File: config.mk
export PLATFORM = sky130hd
export DESIGN_NAME = pipe_stall_ctrl
export DESIGN_NICKNAME = d
export VERILOG_FILES = /design/src/rtl/pipe_stall_ctrl.sv
export SDC_FILE = /design/constraint.sdc
export NUM_CORES = 1
export LEC_CHECK = 0
export CORE_ASPECT_RATIO = 1.4
export CORE_UTILIZATION = 36
export CTS_BUF_LIST = sky130_fd_sc_hd__clkbuf_8 sky130_fd_sc_hd__clkbuf_16
export CTS_CLUSTER_DIAMETER = 120
export DETAILED_ROUTE_END_ITERATION = 8
export SLEW_MARGIN = 30
export SYNTH_ARGS = -nofsm -noshare
export SYNTH_HDL_FRONTEND = slang
export SYNTH_SLANG_ARGS = --single-unit
File: constraint.sdc
create_clock -name clk -period 2.8 [get_ports clk]
set_input_delay 0.42 -clock clk [delete_from_list [all_inputs] [get_ports clk]]
set_output_delay 0.42 -clock clk [all_outputs]
set_load 0.02 [all_outputs]
File: src/rtl/pipe_stall_ctrl.sv
// Central stall controller for the 5-stage core.
// Merges ID and EX stall requests into a per-stage stall vector. It also runs
// the EX multi-cycle sequencer, which holds an op in EX for N cycles and
// publishes the phase index, and it counts stalled cycles for debug.
module pipe_stall_ctrl #(
    parameter int MC_CNT_W = 6,
    parameter int PERF_W   = 32
) (
    input  logic                clk,
    input  logic                rst,
    input  logic                stallreq_id,
    input  logic                stallreq_ex,
    input  logic                ex_mc_start,
    input  logic [MC_CNT_W-1:0] ex_mc_cycles,
    output logic [5:0]          stall,
    output logic                ex_mc_busy,
    output logic [MC_CNT_W-1:0] ex_mc_phase,
    output logic                ex_mc_last,
    output logic [PERF_W-1:0]   stall_cycles
);

    localparam logic [0:0] IDLE = 1'b0;
    localparam logic [0:0] BUSY = 1'b1;

    // Bit order of the vector: [0]=PC [1]=IF [2]=ID [3]=EX [4]=MEM [5]=WB.
    localparam logic [5:0] STALL_EX   = 6'b001111;
    localparam logic [5:0] STALL_ID   = 6'b000111;
    localparam logic [5:0] STALL_NONE = 6'b000000;

    logic [0:0]          state;
    logic [MC_CNT_W-1:0] rem;
    logic [MC_CNT_W-1:0] phase;
    logic                mc_stall;
    logic                mc_accept;

    // A start is only a real multi-cycle op when it needs two or more EX cycles.
    assign mc_accept = ex_mc_start && (ex_mc_cycles >= MC_CNT_W'(2));

    // Sequencer stall and last-cycle decode. A frozen sequencer keeps EX held
    // and must not report a result.
    always_comb begin
        mc_stall   = 1'b0;
        ex_mc_last = 1'b0;
        if (!rst) begin
            if (state == IDLE) begin
                if (mc_accept) begin
                    mc_stall = 1'b1;
                end else if (ex_mc_start) begin
                    ex_mc_last = 1'b1;
                end
            end else begin
                if (stallreq_ex || (rem > MC_CNT_W'(1))) begin
                    mc_stall = 1'b1;
                end else begin
                    ex_mc_last = 1'b1;
                end
            end
        end
    end

    // Stall vector merge. An EX stall subsumes a concurrent ID stall.
    always_comb begin
        stall = STALL_NONE;
        if (!rst) begin
            if (stallreq_ex || mc_stall) begin
                stall = STALL_EX;
            end else if (stallreq_id) begin
                stall = STALL_ID;
            end
        end
    end

    assign ex_mc_busy  = (state == BUSY);
    assign ex_mc_phase = phase;

    // Sequencer state: latch the length on accept, count down while not frozen.
    always_ff @(posedge clk) begin
        if (rst) begin
            state <= IDLE;
            rem   <= '0;
            phase <= '0;
        end else if (state == IDLE) begin
            if (mc_accept) begin
                state <= BUSY;
                rem   <= ex_mc_cycles - MC_CNT_W'(1);
                phase <= MC_CNT_W'(1);
            end
        end else if (!stallreq_ex) begin
            if (rem > MC_CNT_W'(1)) begin
                rem   <= rem - MC_CNT_W'(1);
                phase <= phase + MC_CNT_W'(1);
            end else begin
                state <= IDLE;
                rem   <= '0;
                phase <= '0;
            end
        end
    end

    // Free-running stalled-cycle counter that wraps naturally.
    always_ff @(posedge clk) begin
        if (rst) begin
            stall_cycles <= '0;
        end else if (stall != STALL_NONE) begin
            stall_cycles <= stall_cycles + PERF_W'(1);
        end
    end

endmodule

==> results.md <==
Run status:
- The flow ran to the end, and the final reports show no timing, DRC or antenna violations.

Setup path:
- Traced cell by cell, the critical path runs through clkdlybuf4s50_1 -> inv_1 -> ha_1 -> nor3_2 -> a211oi_1 -> nor3_2 -> buf_12 -> or4b_2 -> a21oi_1.
- The type of origin of the critical path is an input pin.
- The startpoint identified for the worst register-to-register timing path is stall_cycles[3]$_SDFFE_PP0P_.
- The launch point of the critical path is ex_mc_cycles[0].
- The largest fanout on the critical path is 29.
- The required arrival time at the worst endpoint is 3.04 ns.
- The critical-path cell with the highest stage delay is sky130_fd_sc_hd__or4b_2.
- For this run, the slowest stage of the critical path takes 0.63 ns.
- At the worst endpoint, the arrival time is 2.65 ns.
- The worst setup path category is in2reg.
- STA classifies the critical path endpoint as a register.
- Counting stages on the worst path, the most repeated cell is sky130_fd_sc_hd__nor3_2.

Clock network:
- For this design, the CTS-stage hold fixing added 0 buffers.
- The CTS tree is built.
- The number of clock sinks seen by CTS is 45.
- The total of cells resized after clock tree synthesis is 0.
- In this run, CTS created clock tree buffers numbering 5.
- Clock tree synthesis selected as its root buffer the cell sky130_fd_sc_hd__clkbuf_8.
- The post-CTS setup repair buffer count is 0.
- The post-CTS clock slew at the launch and capture registers of the worst setup and hold paths is 0.09 ns.
- The level count of the clock H-tree is 2.
- The later-pin clock latency in the skew report is 0.30 ns.
- The clock passes through at most 2 buffers.

Finish:
- The number of inserted diodes is 0.
- Compared with the post-synthesis result, the final layout area differs by 29.22%.
- The post-route cell area is 3392 um^2.
- The final-stage net count is 396.
- The layout cell share with drive strength beyond 1 is 0.08947.
- The non-filler instance count after layout is 475.

Routing:
- For this run, design rule violations remaining after detail routing come to 0.
- The wire length after detailed routing is 7.008 mm.
- Across all layers, the routed design uses 2700 vias.
- In the final routed layout, each cell accounts on average for 14.75 um.
- The number of nets still failing antenna checks after routing is 0.
- The per-cell via count in the routed design is 5.684.
- The detailed router finished its first iteration with 157 violations.
- The pre-antenna-repair detailed-routing pass consisted of 4 iterations.

Pwr:
- Of the total power, the clock network draws 0.297.
- The peak supply drop is 0.2061 mV.
- In this run the power density over the cells is 406.2 nW/um^2.
- Of the total power, registers draw 0.501.
- The design draws 1.378 mW.
- The portion of total power attributed to combinational logic is 0.202.
- Cell internal power was estimated by the tool at 0.9490 mW.
- Of the total power, the share spent switching nets is 0.3113.
- The total net switching power is 0.4290 mW.
- For this design the static power due to leakage is 1.125 nW.

Synthesis:
- sky130_fd_sc_hd__dfxtp_1 takes more of the synthesized area than any other cell.
- Counting distinct cell types in the post-synthesis netlist gives 56.
- The number of flops mapped to enable cells by yosys is 0.
- The synthesis warning total is 0.
- The summed instance area of the synthesized netlist is 2625 um^2.
- Counting flops with an async set or reset pin after synthesis yields a share of 0.
- The number of cells produced by synthesis is 328.
- The main flop type after synthesis is sky130_fd_sc_hd__dfxtp_1.
- The most common cell in the netlist is sky130_fd_sc_hd__dfxtp_1.
- The post-synthesis sequential area ratio is 0.3432.
- The mean instance size in the synthesized netlist is 8.003 um^2.
- Of the post-synthesis cell area, the dominant cell type holds 0.3432.
- The synthesis-stage register bit count is 45.
- Yosys attributes the largest share of cell area to sky130_fd_sc_hd__dfxtp_1 (34%), sky130_fd_sc_hd__a21oi_1 (6.9%), sky130_fd_sc_hd__o31ai_1 (4.3%).
- Counting instances in the post-synthesis netlist gives the leading cell types as sky130_fd_sc_hd__dfxtp_1 (45), sky130_fd_sc_hd__a21oi_1 (36), sky130_fd_sc_hd__nor2_1 (24).

Placed design:
- The half-perimeter wire length after placement is 5.074 mm.
- At the end of routability-driven placement, the weighted congestion stood at 0.8588.
- The count of input and output buffers is 54.
- In this run the cell area measured after placement is 3287 um^2.
- Once placement completed, the tool counted placed cells totaling 467.

Floorplanning:
- The cell row count is 36.
- The effective utilization at floorplan is 0.3736.
- The die covers 7642 um^2.
- The floorplan step set the die width to 74.17 um.
- The number of placed I/O pins is 57.
- In this run the standard cell core region covers 7027 um^2.
- The die outline height is 103.0 um.

Global route:
- The first global-routing pass estimated 11.49 mm of wire.
- The global routing usage summed across all routing layers is 0.1926.
- The initial antenna violation count came to 0.
- The total overflow reported by the global router is 0.
- The via count of the first global-routing pass was 2457.
- Entering global routing, the biggest net connects 48 pins.

STA:
- The number of endpoints with negative hold slack in the final report is 0.
- The fmax is 0.4140 GHz.
- Of the available clock period, the critical path in the final layout requires 0.8627.
- The routed design could run at a clock period as short as 2.416 ns.
- Across the routed clock network, the largest skew measured is 0.008502 ns.
- The worst-case hold slack is 0.4116 ns.
- The max-slew violation total from the final report was 0.
- The sum of negative setup slack is 0 ns.
- The worst pin sits at a relative slew slack of 0.5362.
- For the pin with the worst max-slew slack, the measured transition is 0.6940 ns.
- Setup violations remaining at the end of the flow were counted as 0.
- Setup repair after global routing left no endpoint under its margin.

Hold path:
- The worst min-delay path category is in2reg.
- The hold path startpoint is rst.

Run:
- The tool flagged a number of max-cap violations equal to 0.
-- layout make-up --
| class | count | area (um^2) |
|---|---|---|
| multi-input cells | 249 | 1584 |
| clock buffers | 5 | 68.82 |
| flip-flops and latches | 45 | 900.9 |
| clock inverters | 3 | 18.77 |
| inverters | 14 | 52.55 |
| well taps | 95 | 118.9 |
| fillers | 729 | 3635 |
| repair buffers | 64 | 648.1 |
-- power by group through the flow --
| stage | combinational (mW) | clock [mW] | sequential (mW) |
|---|---|---|---|
| 2_1_floorplan | 0.170 | 0 | 0.705 |
| 3_3_place_gp | 0.274 | 0 | 0.706 |
| 3_5_place_dp | 0.278 | 0 | 0.706 |
| 4_1_cts | 0.280 | 0.430 | 0.691 |
| 5_1_grt | 0.307 | 0.456 | 0.695 |
| 6_report | 0.278 | 0.410 | 0.690 |
-- logic make-up (layout without fill, tap and decap cells) --
family                     Yosys count  in the layout  share of synthesized area
muxes                                5              5                    0.02097
buffers and inverters               35             86                    0.06053
DFF                                 45             45                     0.3432
and+or+nand+nor                    135            135                     0.2946
AOI/OAI and AO/OA                   96             96                     0.2340
other                                1              2                   0.001429
xor gates and xnor gates             5              5                    0.01668
adders and majority gates            6              6                    0.02860
-- layout by cell type (no fill, tap or decap), types with 8 or more instances in the layout --
cell type / n
sky130_fd_sc_hd__nor3_1: 9
sky130_fd_sc_hd__a21oi_1: 36
sky130_fd_sc_hd__dfxtp_1: 45
sky130_fd_sc_hd__inv_1: 15
sky130_fd_sc_hd__nor2_1: 24
sky130_fd_sc_hd__o31ai_1: 14
sky130_fd_sc_hd__nand3_1: 15
sky130_fd_sc_hd__clkdlybuf4s50_1: 48
sky130_fd_sc_hd__o21ai_0: 14
sky130_fd_sc_hd__buf_4: 8
sky130_fd_sc_hd__or3_1: 10
sky130_fd_sc_hd__nand2_1: 19
sky130_fd_sc_hd__or4_1: 15
-- flip-flops by register name, indices dropped and copies added, names as in the netlist --
register	cells
ex_mc_busy	1
stall_cycles	32
ex_mc_phase	6
rem	6
-- through the flow --
| step | worst slack [ns] | util |
|---|---|---|
| final | 0.3845 | 0.4827 |
| after global routing | 0.2406 | 0.4827 |
| after CTS | 0.002649 | 0.4802 |
| after detailed placement | -0.001221 | 0.4678 |
| after floorplan | 0.3844 | - |
| after global placement | -0.007190 | 0.4678 |
-- critical path, delay by kind of cell --
kind                       cells  cell delay [ns]
AOI/OAI and AO/OA              2             0.57
adders and majority gates      1             0.16
buffers and inverters          3             0.68
and+or+nand+nor                3             0.81
-- metal layers --
layer | part of all wire | track usage | wire (um) | vias up
met5 | 0 | 0 | 0 | -
met4 | 0.017 | 0.05917 | 116 | 0
met3 | 0.029 | 0.03030 | 203 | 9
met2 | 0.52 | 0.3517 | 3634 | 58
met1 | 0.44 | 0.2261 | 3053 | 1284
li1 | - | - | - | 1349
-- final timing paths --
check / to / slack [ns] / cells after the start
worst max-delay path: stall_cycles[9]$_SDFFE_PP0P_ / 0.38 / 9
worst min-delay path: rem[4]$_SDFFE_PP0P_ / 0.41 / 2
worst max register to register: stall_cycles[31]$_SDFFE_PP0P_ / 0.40 / 5
worst min register to register: ex_mc_phase[5]$_SDFFE_PP0P_ / 0.47 / 1
No activity file was read; power rests on OpenSTA's default activity.
